## src/rtl/spi_master_if.sv

```systemverilog
`default_nettype none
// ============================================================================
// spi_master_if : host control port and SPI bus signals of spi_master
// Rev 1.0
// ============================================================================
interface spi_master_if #(
  parameter int NUM_SLAVES = 2,
  parameter int SEL_W      = (NUM_SLAVES > 1) ? $clog2(NUM_SLAVES) : 1
);
  logic                  start_i;
  logic [SEL_W-1:0]      slave_sel_i;
  logic [7:0]            tx_data_i;
  logic                  busy_o;
  logic                  done_o;
  logic [7:0]            rx_data_o;
  logic                  sck_o;
  logic                  mosi_o;
  logic                  miso_i;
  logic [NUM_SLAVES-1:0] ss_o;

  modport master (
    input  start_i, slave_sel_i, tx_data_i, miso_i,
    output busy_o, done_o, rx_data_o, sck_o, mosi_o, ss_o
  );

  modport slave (
    output start_i, slave_sel_i, tx_data_i, miso_i,
    input  busy_o, done_o, rx_data_o, sck_o, mosi_o, ss_o
  );
endinterface
`default_nettype wire

```

## src/rtl/spi_master.sv

```systemverilog
`default_nettype none
// ============================================================================
// spi_master : single-byte SPI mode-0 master with one-hot active-high selects
// Rev 1.0
// ============================================================================
module spi_master #(
  parameter int NUM_SLAVES = 2,
  parameter int CLK_DIV    = 4,
  parameter int HOLD_CYC   = 4,
  parameter int SEL_W      = (NUM_SLAVES > 1) ? $clog2(NUM_SLAVES) : 1
) (
  input  logic         Clk_i,
  input  logic         Rst_i,
  spi_master_if.master bus
);

  localparam logic [2:0] c_IDLE  = 3'd0;
  localparam logic [2:0] c_LEAD  = 3'd1;
  localparam logic [2:0] c_HIGH  = 3'd2;
  localparam logic [2:0] c_LOW   = 3'd3;
  localparam logic [2:0] c_TRAIL = 3'd4;
  localparam logic [2:0] c_GAP   = 3'd5;

  // One counter serves both the SCK half-periods and the SS hold time.
  localparam int                c_CNT_MAX   = (CLK_DIV > HOLD_CYC) ? CLK_DIV : HOLD_CYC;
  localparam int                c_HC_W      = $clog2(c_CNT_MAX);
  localparam logic [c_HC_W-1:0] c_DIV_LAST  = c_HC_W'(CLK_DIV - 1);
  localparam logic [c_HC_W-1:0] c_HOLD_LAST = c_HC_W'(HOLD_CYC - 1);
  localparam logic [SEL_W:0]    c_NUM_SEL   = (SEL_W + 1)'(NUM_SLAVES);

  logic [2:0]            r_state;
  logic [c_HC_W-1:0]     r_hc;
  logic [2:0]            r_bc;
  logic [7:0]            r_tx;
  logic [7:0]            r_rx;
  logic [7:0]            r_rx_data;
  logic [NUM_SLAVES-1:0] r_ss;
  logic                  r_done;

  logic                  w_sel_ok;
  logic                  w_div_last;
  logic                  w_hold_last;
  logic [NUM_SLAVES-1:0] w_ss_dec;

  assign w_sel_ok    = ({1'b0, bus.slave_sel_i} < c_NUM_SEL);
  assign w_div_last  = (r_hc == c_DIV_LAST);
  assign w_hold_last = (r_hc == c_HOLD_LAST);
  assign w_ss_dec    = NUM_SLAVES'(1) << bus.slave_sel_i;

  always_ff @(posedge Clk_i or posedge Rst_i) begin
    if (Rst_i) begin
      r_state   <= c_IDLE;
      r_hc      <= '0;
      r_bc      <= '0;
      r_tx      <= '0;
      r_rx      <= '0;
      r_rx_data <= '0;
      r_ss      <= '0;
      r_done    <= 1'b0;
    end else begin
      r_done <= 1'b0;
      case (r_state)
        c_IDLE: begin
          r_hc <= '0;
          r_bc <= '0;
          if (bus.start_i && w_sel_ok) begin
            r_state <= c_LEAD;
            r_ss    <= w_ss_dec;
            r_tx    <= bus.tx_data_i;
          end
        end
        c_LEAD: begin
          if (w_div_last) begin
            r_hc    <= '0;
            r_state <= c_HIGH;
            r_rx    <= {r_rx[6:0], bus.miso_i};
          end else begin
            r_hc <= r_hc + 1'b1;
          end
        end
        c_HIGH: begin
          if (w_div_last) begin
            r_hc <= '0;
            if (r_bc == 3'd7) begin
              r_state <= c_TRAIL;
            end else begin
              r_state <= c_LOW;
              r_bc    <= r_bc + 3'd1;
              r_tx    <= {r_tx[6:0], 1'b0};
            end
          end else begin
            r_hc <= r_hc + 1'b1;
          end
        end
        c_LOW: begin
          if (w_div_last) begin
            r_hc    <= '0;
            r_state <= c_HIGH;
            r_rx    <= {r_rx[6:0], bus.miso_i};
          end else begin
            r_hc <= r_hc + 1'b1;
          end
        end
        c_TRAIL: begin
          if (w_hold_last) begin
            r_hc      <= '0;
            r_state   <= c_GAP;
            r_ss      <= '0;
            r_done    <= 1'b1;
            r_rx_data <= r_rx;
          end else begin
            r_hc <= r_hc + 1'b1;
          end
        end
        c_GAP: begin
          if (w_div_last) begin
            r_hc    <= '0;
            r_state <= c_IDLE;
          end else begin
            r_hc <= r_hc + 1'b1;
          end
        end
        default: begin
          r_state <= c_IDLE;
          r_hc    <= '0;
          r_ss    <= '0;
        end
      endcase
    end
  end

  // SCK and busy follow the state register directly, so they reset instantly.
  assign bus.sck_o     = (r_state == c_HIGH);
  assign bus.busy_o    = (r_state != c_IDLE);
  assign bus.mosi_o    = r_tx[7];
  assign bus.ss_o      = r_ss;
  assign bus.done_o    = r_done;
  assign bus.rx_data_o = r_rx_data;

endmodule
`default_nettype wire

```

## src/flat_wrapper.sv

```systemverilog
// flat-port wrapper written by rule: the top's interface ports become plain ports
module spi_master_flat 
#(
  parameter int NUM_SLAVES = 2,
  parameter int CLK_DIV    = 4,
  parameter int HOLD_CYC   = 4,
  parameter int SEL_W      = (NUM_SLAVES > 1) ? $clog2(NUM_SLAVES) : 1
)
  (Clk_i, Rst_i, bus_start_i, bus_slave_sel_i, bus_tx_data_i, bus_miso_i, bus_busy_o, bus_done_o, bus_rx_data_o, bus_sck_o, bus_mosi_o, bus_ss_o);
  spi_master_if #(.NUM_SLAVES(NUM_SLAVES), .SEL_W(SEL_W)) bus_i ();
  input  logic Clk_i;
  input  logic Rst_i;
  input wire logic [$bits(bus_i.start_i)-1:0] bus_start_i;
  input wire logic [$bits(bus_i.slave_sel_i)-1:0] bus_slave_sel_i;
  input wire logic [$bits(bus_i.tx_data_i)-1:0] bus_tx_data_i;
  input wire logic [$bits(bus_i.miso_i)-1:0] bus_miso_i;
  output wire logic [$bits(bus_i.busy_o)-1:0] bus_busy_o;
  output wire logic [$bits(bus_i.done_o)-1:0] bus_done_o;
  output wire logic [$bits(bus_i.rx_data_o)-1:0] bus_rx_data_o;
  output wire logic [$bits(bus_i.sck_o)-1:0] bus_sck_o;
  output wire logic [$bits(bus_i.mosi_o)-1:0] bus_mosi_o;
  output wire logic [$bits(bus_i.ss_o)-1:0] bus_ss_o;
  assign bus_i.start_i = bus_start_i;
  assign bus_i.slave_sel_i = bus_slave_sel_i;
  assign bus_i.tx_data_i = bus_tx_data_i;
  assign bus_i.miso_i = bus_miso_i;
  assign bus_busy_o = bus_i.busy_o;
  assign bus_done_o = bus_i.done_o;
  assign bus_rx_data_o = bus_i.rx_data_o;
  assign bus_sck_o = bus_i.sck_o;
  assign bus_mosi_o = bus_i.mosi_o;
  assign bus_ss_o = bus_i.ss_o;
  spi_master #(.NUM_SLAVES(NUM_SLAVES), .CLK_DIV(CLK_DIV), .HOLD_CYC(HOLD_CYC), .SEL_W(SEL_W)) u_core (.Clk_i(Clk_i), .Rst_i(Rst_i), .bus(bus_i));
endmodule
```

## config.mk

```make
export PLATFORM = sky130hd
export DESIGN_NAME = spi_master_flat
export DESIGN_NICKNAME = d
export VERILOG_FILES = /design/src/rtl/spi_master_if.sv /design/src/rtl/spi_master.sv /design/src/flat_wrapper.sv
export SDC_FILE = /design/constraint.sdc
export NUM_CORES = 1
export LEC_CHECK = 0
export CAP_MARGIN = 10
export CORE_UTILIZATION = 47
export DETAILED_ROUTE_END_ITERATION = 6
export GPL_ROUTABILITY_DRIVEN = 1
export PLACE_DENSITY = 0.76
export SETUP_SLACK_MARGIN = 0.02
export SLEW_MARGIN = 20
export SYNTH_ARGS = -nofsm -noshare
export SYNTH_HDL_FRONTEND = slang
export SYNTH_SLANG_ARGS = --single-unit
```

## constraint.sdc

```tcl
create_clock -name Clk_i -period 1.7 [get_ports Clk_i]
set_input_delay 0.34 -clock Clk_i [delete_from_list [all_inputs] [get_ports Clk_i]]
set_output_delay 0.34 -clock Clk_i [all_outputs]
set_load 0.01 [all_outputs]
```

### Yosys cells after proc, flatten, opt, wreduce, memory -nomap -nowiden

Index checks and enable logic that the tools add are counted.

| word-level totals | value |
|---|---|
| ROM bits | 0 |
| bits in latches | 0 |
| flip-flop bits (word level) | 35 |
| memories | 0 |
| bits of input ports | 13 |
| output and inout bits | 14 |
| bits in writable memories | 0 |

| operators by class | value |
|---|---|
| multiplexer cells | 21 |
| div/mod/pow operators | 0 |
| reductions and logical operators | 12 |
| multiply operators | 0 |
| bitwise gates (word level) | 1 |
| add/sub/neg operators | 2 |
| shifts and indexed selects | 1 |
| eq/ne operators | 13 |
| order comparisons | 0 |

Operators with widths:

| operator | number |
|---|---|
| 3-bit two-way mux | 8 |
| 8-bit two-way mux | 3 |
| 8-bit one-hot mux with 2 select lines | 1 |
| 3-bit one-hot mux with 5 select lines | 1 |
| 3-bit equality test (second input constant) | 3 |
| 2-bit two-way mux | 4 |
| 2-bit by 1-bit inequality test with 1-bit output (second input constant) | 4 |
| 3-bit by 2-bit equality test with 1-bit output (second input constant) | 2 |
| 2-bit one-hot mux with 3 select lines | 1 |
| 3-bit one-hot mux with 2 select lines | 1 |
| 3-bit AND reduction | 2 |
| 5-bit AND reduction | 1 |
| 5-bit OR reduction | 1 |
| 2-bit inequality test (second input constant) | 2 |
| 2-bit AND reduction | 2 |
| 4-bit AND reduction | 1 |
| 4-bit OR reduction | 1 |
| 3-bit by 1-bit adder with 3-bit output (second input constant) | 1 |
| 3-bit by 1-bit equality test with 1-bit output (second input constant) | 1 |
| 3-bit logical NOT | 1 |
| 3-bit nonzero test | 1 |
| 2-bit by 1-bit adder with 2-bit output (second input constant) | 1 |
| 2-bit equality test (second input constant) | 1 |
| 1-bit two-way mux | 2 |
| 4 further kinds | 4 |

### Depth between registers and ports, before layout

Gate-level depths: netlist (run 1).

| logic depth | value |
|---|---|
| word-level depth | 4 |
| depth in mapped cells | 5 |

### Worst setup path before layout (run 1)

Ideal clock, no wire load.

| timing path | value |
|---|---|
| kind | reg-to-reg |
| from | register u_core.r_bc[0] |
| to | register u_core.r_tx[1] |
| arrival time | 1.518 ns |
| required time | 1.577 ns |
| path buffers | 0 |
| library setup time | 0.123 ns |
| setup slack | 0.060 ns |
| cell stages (with the launch flop) | 6 |
| cells stage by stage | dfrtp_1 > ha_1 > ha_1 > nor4b_4 > nand2_1 > o221a_2 |

| between the ends | value |
|---|---|
| word-level cells in the longest chain between the ends | 3 |

Ends and longest elaborated chain:

| item | RTL line | text |
|---|---|---|
| start: declaration | spi_master.sv:33 | `logic [2:0] r_bc;` |
| start signal: assignment | spi_master.sv:88 | `r_bc <= r_bc + 3'd1;` |
| 3-bit equality test | spi_master.sv:84 | `if (r_bc == 3'd7) begin` |
| 2-bit inequality test (no line) | n/a |  |
| 4-bit AND reduction (no line) | n/a |  |
| end signal: assignment | spi_master.sv:69 | `r_tx <= bus.tx_data_i;` |
| end signal: assignment | spi_master.sv:89 | `r_tx <= {r_tx[6:0], 1'b0};` |
| end: declaration | spi_master.sv:34 | `logic [7:0] r_tx;` |

Every way passes these cells.
A chain may end at the register's enable or synchronous reset.

### Worst setup path after layout (run 1)

| timing path | value |
|---|---|
| from | register u_core.r_state[2] |
| to | output bus_busy_o |

| between the ends | value |
|---|---|
| word-level cells in the longest chain between the ends | 1 |

Ends and longest elaborated chain:

| item | RTL line | text |
|---|---|---|
| start: declaration | spi_master.sv:31 | `logic [2:0] r_state;` |
| start signal: assignment | spi_master.sv:52 | `r_state <= c_IDLE;` |
| start signal: assignment | spi_master.sv:67 | `r_state <= c_LEAD;` |
| start signal: assignment | spi_master.sv:75 | `r_state <= c_HIGH;` |
| 3-bit nonzero test | spi_master.sv:134 | `assign bus.busy_o = (r_state != c_IDLE);` |
| end: declaration | flat_wrapper.sv:17 | `output wire logic [$bits(bus_i.busy_o)-1:0] bus_busy_o;` |

Every way passes these cells.

==> results.rst, run 1 <==
.. list-table::
   :header-rows: 1

   * - Metric
     - Value
   * - Final-stage net count
     - ~190
   * - Class of the most critical setup path
     - reg2out
   * - Antenna violations before repair
     - 0
   * - Sequential element share of the synthesized area
     - between 50 and 60%
   * - Fraction of the core area covered by cells at the end of the flow
     - 64.8%
   * - Initial detailed-routing violation count
     - 42
   * - Total number of yosys warnings
     - 0
   * - Critical Path Source Type
     - flop
   * - Run status
     - completed
   * - Vias in the first global route
     - roughly 1.2k
   * - Slew Limit Headroom
     - 69.6%
   * - Share of layout cells above drive strength 1
     - a little under two fifths
   * - Count of inserted antenna diode cells
     - 0
   * - Vias per std cell
     - roughly 5.3
   * - Last weighted congestion value of the routability-driven placer
     - 0.820
   * - Max frequency
     - roughly 600 MHz
   * - Area growth from synthesis to layout
     - 30.7%
   * - Post-DP HPWL
     - 2200 um
   * - Via count
     - 1175
   * - Boundary Pins
     - 27
   * - Synth cell types
     - 37
   * - Clock transition at path regs
     - 0.11 ns
   * - Type of element capturing the critical path
     - output pin
   * - Clk root buf
     - clkbuf_4
   * - Maximum resistive drop on vdd
     - 0.796 mV
   * - Period Utilization, post-route
     - between 90% and 100%
   * - Top cells by area in the synthesized netlist
     - dfrtp_1 (53%), mux2_2 (11%), o221a_2 (4.7%)
   * - Chain of cells forming the critical path
     - or3_4, buf_6
   * - Overall die height
     - between 60 and 70 um
   * - Global Route met3 Usage
     - under 10%
   * - Number of port buffers
     - 26
   * - Layer with the highest usage after global routing
     - met2
   * - Most instantiated flip-flop cell in the synthesis netlist
     - dfrtp_1
   * - Minimum hold slack
     - between 0.3 and 0.4 ns
   * - Skew-Pair Late Insertion Delay
     - 0.34 ns
   * - Global-route wire length before repair
     - approximately 5200 um
   * - Global route total overflow
     - 0
   * - Gr usage total
     - a little under a fifth
   * - Largest net degree at the start of global routing
     - 36
   * - Critical Path Slowest Stage Cell
     - dfrtp_1
   * - Ys async rst share
     - 100%
   * - TritonCTS sink count
     - 35
   * - Total CTS buffers
     - 5
   * - Transition time at the pin with the least slew margin
     - approximately 0.46 ns
   * - Maximum clock insertion buffer count
     - 2
   * - Count of placed standard cells in the final layout, fillers left out
     - around 220
   * - Placed cell count
     - ~210
   * - Critical path data required time
     - approximately 1.4 ns
   * - Worst R2R Start
     - u_core.r_state[2]
   * - Synthesized netlist cell count
     - roughly 130
   * - Fraction of synthesized cell area taken by the top area cell type
     - 52.6%
   * - Yosys top cell by area
     - dfrtp_1
   * - Setup violation total in the final timing report
     - 0
   * - Dominant cell by count in the synthesized netlist
     - dfrtp_1
   * - Number of enable flip-flop cells after synthesis
     - 0
   * - Unrepaired setup endpoints after global routing
     - yes
   * - Total power per unit cell area
     - approximately 1500 nW/um^2
   * - Total iterations of the first detailed-routing run
     - 4
   * - Source of the critical timing path
     - u_core.r_state[2]
   * - Top cells by count, synth
     - dfrtp_1 (35), mux2_2 (16), nand2_1 (9)
   * - Critical path arrival
     - around 1.3 ns
   * - Fraction of met1 tracks used by global routing
     - approximately a quarter
   * - Number of H-tree branching levels
     - 2
   * - Global Route met2 Usage
     - between 30% and 40%
   * - CTS tree
     - yes
   * - Number of pins exceeding their max-slew limit in the final report
     - 0
   * - Post-route ant nets
     - 0
   * - Starting utilization of the core area
     - between 40 and 50%
   * - Mean area per synthesized cell
     - approximately 13 sq um
   * - Crit path time final
     - between 1.5 and 2 ns
   * - Delay contributed by the slowest stage of the critical path
     - 0.45 ns
   * - Crit path max fanout
     - 4
   * - Tightest Hold Check Type
     - in2async
   * - Total standard cell area after synthesis
     - 1670 sq um
   * - Number of nets in the synthesized netlist
     - between 100 and 150
   * - Power, Total
     - roughly 3200 uW
   * - Clock tree skew after final layout
     - between 0.004 and 0.005 ns
   * - Number of standard-cell rows in the floorplan
     - 21
   * - DRC Markers
     - 0
   * - Family with the most delay on the worst path
     - flip-flops
   * - Final hold violation count
     - 0
   * - Floorplan core area
     - ~3400 sq um
   * - Number of max-capacitance violations reported
     - 0
   * - LEAKAGE
     - 0.000949 uW
   * - Chip Width
     - between 60 and 70 um
   * - Buffer and inverter count on the worst path
     - 1
   * - Routed length per placed instance
     - between 10 and 15 um
   * - Synth Register Bits
     - 35
   * - WL final
     - approximately 3300 um
   * - Die ar.
     - roughly 3800 sq um
## path summary, 6_finish.rpt
check                               endpoint  depth (start not counted)  slack (ns)
min in group Clk_i            u_core.r_hc[0]                          1        0.47
max in group asynchronous  u_core.r_state[0]                          3        0.97
hold reg to reg               u_core.r_hc[0]                          1        0.47
hold / removal                u_core.r_rx[7]                          3        0.39
setup reg to reg              u_core.r_tx[4]                          5        0.08
setup / recovery                  bus_busy_o                          2        0.02
## placed cells by master, fill, tap and decap left out, types with 2 or more instances in the layout
master	n
dfrtp_1	33
clkdlybuf4s50_1	24
buf_4	18
mux2_2	16
nand2_1	8
o221a_2	7
o21ai_0	6
or2b_1	5
clkbuf_4	5
inv_1	4
nand2b_1	4
mux2i_1	3
a21o_1	2
nor4b_4	2
nor3_1	2
a21oi_1	2
nor2_1	2
ha_1	2
clkbuf_8	2
buf_6	2
dfrtp_2	2
## layout make-up
| type | count | area [sq um] |
|---|---|---|
| Clock inverter | 1 | 7.51 |
| Fill cell | 277 | 1180 |
| Timing Repair Buffer | 45 | 403 |
| Multi-Input combinational cell | 83 | 752 |
| Tap cell | 46 | 57.6 |
| Sequential cell | 35 | 878 |
| Inverter | 4 | 15.0 |
| Clock buffer | 7 | 65.1 |
## kinds of logic (layout without fill, tap and decap cells)
kind of cell    Yosys count  after routing  synth area share (%)
mux                      19             19                  12.6
flops                    35             35                  52.6
compound gates           26             26                  12.9
fa+ha+maj                 4              4                  3.00
buf+inv                  11             57                  3.38
simple gates             34             34                  15.5
## worst register-to-register path, stage by stage (launching register included)
cell,delay (ns)
dfrtp_1,0.45
buf_4,0.21
nor4b_4,0.32
buf_6,0.17
or2b_1,0.24
o221a_2,0.12
## where the power goes
part	switching [uW]	internal (uW)	total (uW)
logic	597	773	1370
clock network	288	242	530
registers	198	1110	1310
## flip-flops by register name, indices dropped and copies added (netlist names)
signal                cells
u_core.r_hc               2
u_core.r_bc               3
u_core.bus.ss_o           2
u_core.r_rx               8
u_core.bus.done_o         1
u_core.r_tx               8
u_core.r_state            3
u_core.bus.rx_data_o      8
## routing by layer
layer  vias up  routed length, um
met5         -                  0
met4         0                 69
met3         9                156
met2        28               1570
met1       579               1500
li1        559                  -
## through the flow
stage | instance area [sq um] | setup slack (ns) | setup TNS (ns)
after floorplan | 1670 | 0.0597 | 0
after global placement | 2060 | 0.0304 | 0
after detailed placement | 2060 | -0.0295 | -0.115
after CTS | 2140 | -0.0353 | -0.0353
after global routing | 2180 | -0.0136 | -0.0162
final | 2180 | 0.0248 | 0
## repair_timing
| action | in CTS | in global routing |
|---|---|---|
| pin swaps | 1 | 6 |
| buffers inserted | 3 | 2 |
| endpoints found under the setup margin | 9 | 11 |
| hold buffers | 0 | 0 |
| gates resized for setup | 10 | 7 |
No activity file was read; power rests on OpenSTA's default activity.
==> run 2, diff against run 1 <==
Settings changed: SETUP_SLACK_MARGIN 0.02 to 0.1.
==> results.rst, run 2 (same netlist as run 1, synthesis figures left out) <==
.. list-table::
   :header-rows: 1

   * - Metric
     - Value
   * - Vias per std cell
     - roughly 5.3
   * - Fraction of the core area covered by cells at the end of the flow
     - roughly two thirds
   * - Maximum clock insertion buffer count
     - 2
   * - Boundary Pins
     - 27
   * - Starting utilization of the core area
     - between 40 and 50%
   * - Max frequency
     - 609 MHz
   * - Area growth from synthesis to layout
     - 32.7%
   * - Worst reg-to-reg path cell count
     - 5
   * - Transition time at the pin with the least slew margin
     - 0.434 ns
   * - Share of layout cells above drive strength 1
     - roughly a third
   * - TritonCTS sink count
     - 35
   * - Global route total overflow
     - 0
   * - Final-stage net count
     - between 150 and 200
   * - Number of pins exceeding their max-slew limit in the final report
     - 0
   * - DRC Markers
     - 0
   * - Count of inserted antenna diode cells
     - 0
   * - Total power per unit cell area
     - roughly 1400 nW/um^2
   * - Logic gate share of total power
     - 44.8%
   * - Overall die height
     - 61.5 um
   * - Total iterations of the first detailed-routing run
     - 4
   * - Switching fraction of total power
     - a little over a third
   * - LEAKAGE
     - 0.00111 uW
   * - Last weighted congestion value of the routability-driven placer
     - approximately 0.80
   * - Reg power frac
     - 41.7%
   * - Fill cells
     - approximately 270
   * - Maximum resistive drop on vdd
     - slightly below 0.8 mV
   * - Clock tree skew after final layout
     - approximately 0.013 ns
   * - Run status
     - completed
   * - Commonest non-fill, non-tap cell in the layout
     - dfrtp_1
   * - Number of port buffers
     - 26
   * - WL final
     - between 3000 and 4000 um
   * - Clock transition at path regs
     - between 0.1 and 0.15 ns
   * - Gr usage total
     - a little under a fifth
   * - Smallest setup slack after layout
     - 0.0585 ns
   * - Skew-Pair Late Insertion Delay
     - 0.34 ns
   * - Period Utilization, post-route
     - between 90% and 100%
   * - Vias in the first global route
     - ~1.1k
   * - Unrepaired setup endpoints after global routing
     - yes
   * - Storage element area
     - approximately 880 sq um
   * - Crit path max fanout
     - 4
   * - Clk root buf
     - clkbuf_4
   * - Worst setup slack before clock tree synthesis
     - ~0.019 ns
   * - Post-DP HPWL
     - roughly 2100 um
   * - Number of standard-cell rows in the floorplan
     - 21
   * - Highest-count cells in the layout ignoring fill and taps
     - dfrtp_1 (34), buf_4 (18), mux2_2 (16), clkdlybuf4s50_1 (13), dlymetal6s2s_1 (9)
   * - Via count
     - 1172
   * - Power, Total
     - about 3200 uW
   * - Post-route ant nets
     - 0
   * - Part of the total power dissipated in the clock network
     - between 10 and 15%
   * - Critical path data required time
     - approximately 1.4 ns
   * - Global-route wire length before repair
     - a little over 5000 um
   * - Routed length per placed instance
     - 14.3 um
   * - Combined area of the multi-input logic cells
     - 801 sq um
   * - Minimum hold slack
     - 0.396 ns
   * - Net switching power figure
     - 1110 uW
   * - Total CTS buffers
     - 5
   * - Internal power component
     - 2080 uW
   * - Final hold violation count
     - 0
   * - Die ar.
     - 3790 sq um
   * - Slew Limit Headroom
     - a little under three quarters
   * - Class of the most critical setup path
     - reg2out
   * - CTS tree
     - yes
   * - Critical path arrival
     - between 1 and 1.5 ns
   * - Largest net degree at the start of global routing
     - 36
   * - Chip Width
     - a little over 60 um
   * - Tightest Hold Check Type
     - in2async
   * - Number of max-capacitance violations reported
     - 0
   * - Number of H-tree branching levels
     - 2
   * - Floorplan core area
     - 3360 sq um
   * - Critical Path Source Type
     - flop
   * - Summed negative setup slack over all endpoints
     - 0 ns
   * - Initial detailed-routing violation count
     - between 50 and 60
   * - Antenna violations before repair
     - 0
   * - Type of element capturing the critical path
     - output pin
   * - Crit path time final
     - ~1.6 ns
   * - Setup violation total in the final timing report
     - 0
==> run 2: cell count changes in the layout (fill, tap and decap cells not counted), sizes merged <==
| cell | before | now |
|---|---|---|
| buf | 21 | 20 |
| clkinv | 0 | 1 |
| dlymetal6s2s | 0 | 9 |
| dlygate4sd2 | 0 | 2 |
| clkdlybuf4s50 | 24 | 13 |
| clkinvlp | 1 | 0 |
==> run 2: final cells by class <==
type                            instances  area share, %
Clock buffer                            7           2.04
Clock inverter                          1          0.226
Inverter                                4          0.679
Multi-Input combinational cell         83           36.2
Sequential cell                        35           39.6
Tap cell                               46           2.60
Timing Repair Buffer                   44           18.6
==> run 2: worst paths after layout <==
| kind | startpoint | endpoint | slack (ns) |
|---|---|---|---|
| worst max-delay path | u_core.r_state[0] | bus_busy_o | 0.06 |
| worst min-delay path | Rst_i | u_core.r_state[2] | 0.40 |
| worst max register to register | u_core.r_bc[1] | u_core.r_tx[3] | 0.10 |
| worst min register to register | u_core.r_hc[0] | u_core.r_hc[0] | 0.49 |
| max in group asynchronous | Rst_i | u_core.r_state[1] | 0.98 |
| min in group Clk_i | u_core.r_hc[0] | u_core.r_hc[0] | 0.49 |
==> run 2: power groups by stage <==
| stage | clock network [uW] | registers (uW) | logic [uW] |
|---|---|---|---|
| after detailed placement | 0 | 1330 | 1300 |
| after floorplan | 0 | 1290 | 926 |
| after CTS | 440 | 1310 | 1300 |
| after global routing | 493 | 1370 | 1570 |
| final | 433 | 1330 | 1430 |
| after global placement | 0 | 1310 | 1250 |
==> run 2: metrics by stage <==
stage,instances,instance area [sq um]
6_report,220,2210
5_1_grt,220,2210
4_1_cts,216,2110
3_5_place_dp,206,2050
3_3_place_gp,206,2050
2_1_floorplan,129,1680
==> run 2: layer usage <==
layer | vias to the layer above | track usage, % | routed length, um
met4 | 0 | 11.4 | 48
met1 | 590 | 23.1 | 1410
met3 | 5 | 5.04 | 76
met5 | - | 0 | 0
met2 | 17 | 30.1 | 1620
li1 | 560 | - | -
==> run 2: worst max-delay path: stages, from the launching register on <==
cell and delay (ns):
dfrtp_1 0.43, or3_4 0.40, buf_6 0.13
==> run 2: repair_timing <==
action                     4_1_cts  5_1_grt
setup buffers                    2        4
gates resized for setup         12       17
hold buffers                     0        0
setup endpoints to repair       11       30
pin swaps                        5        9
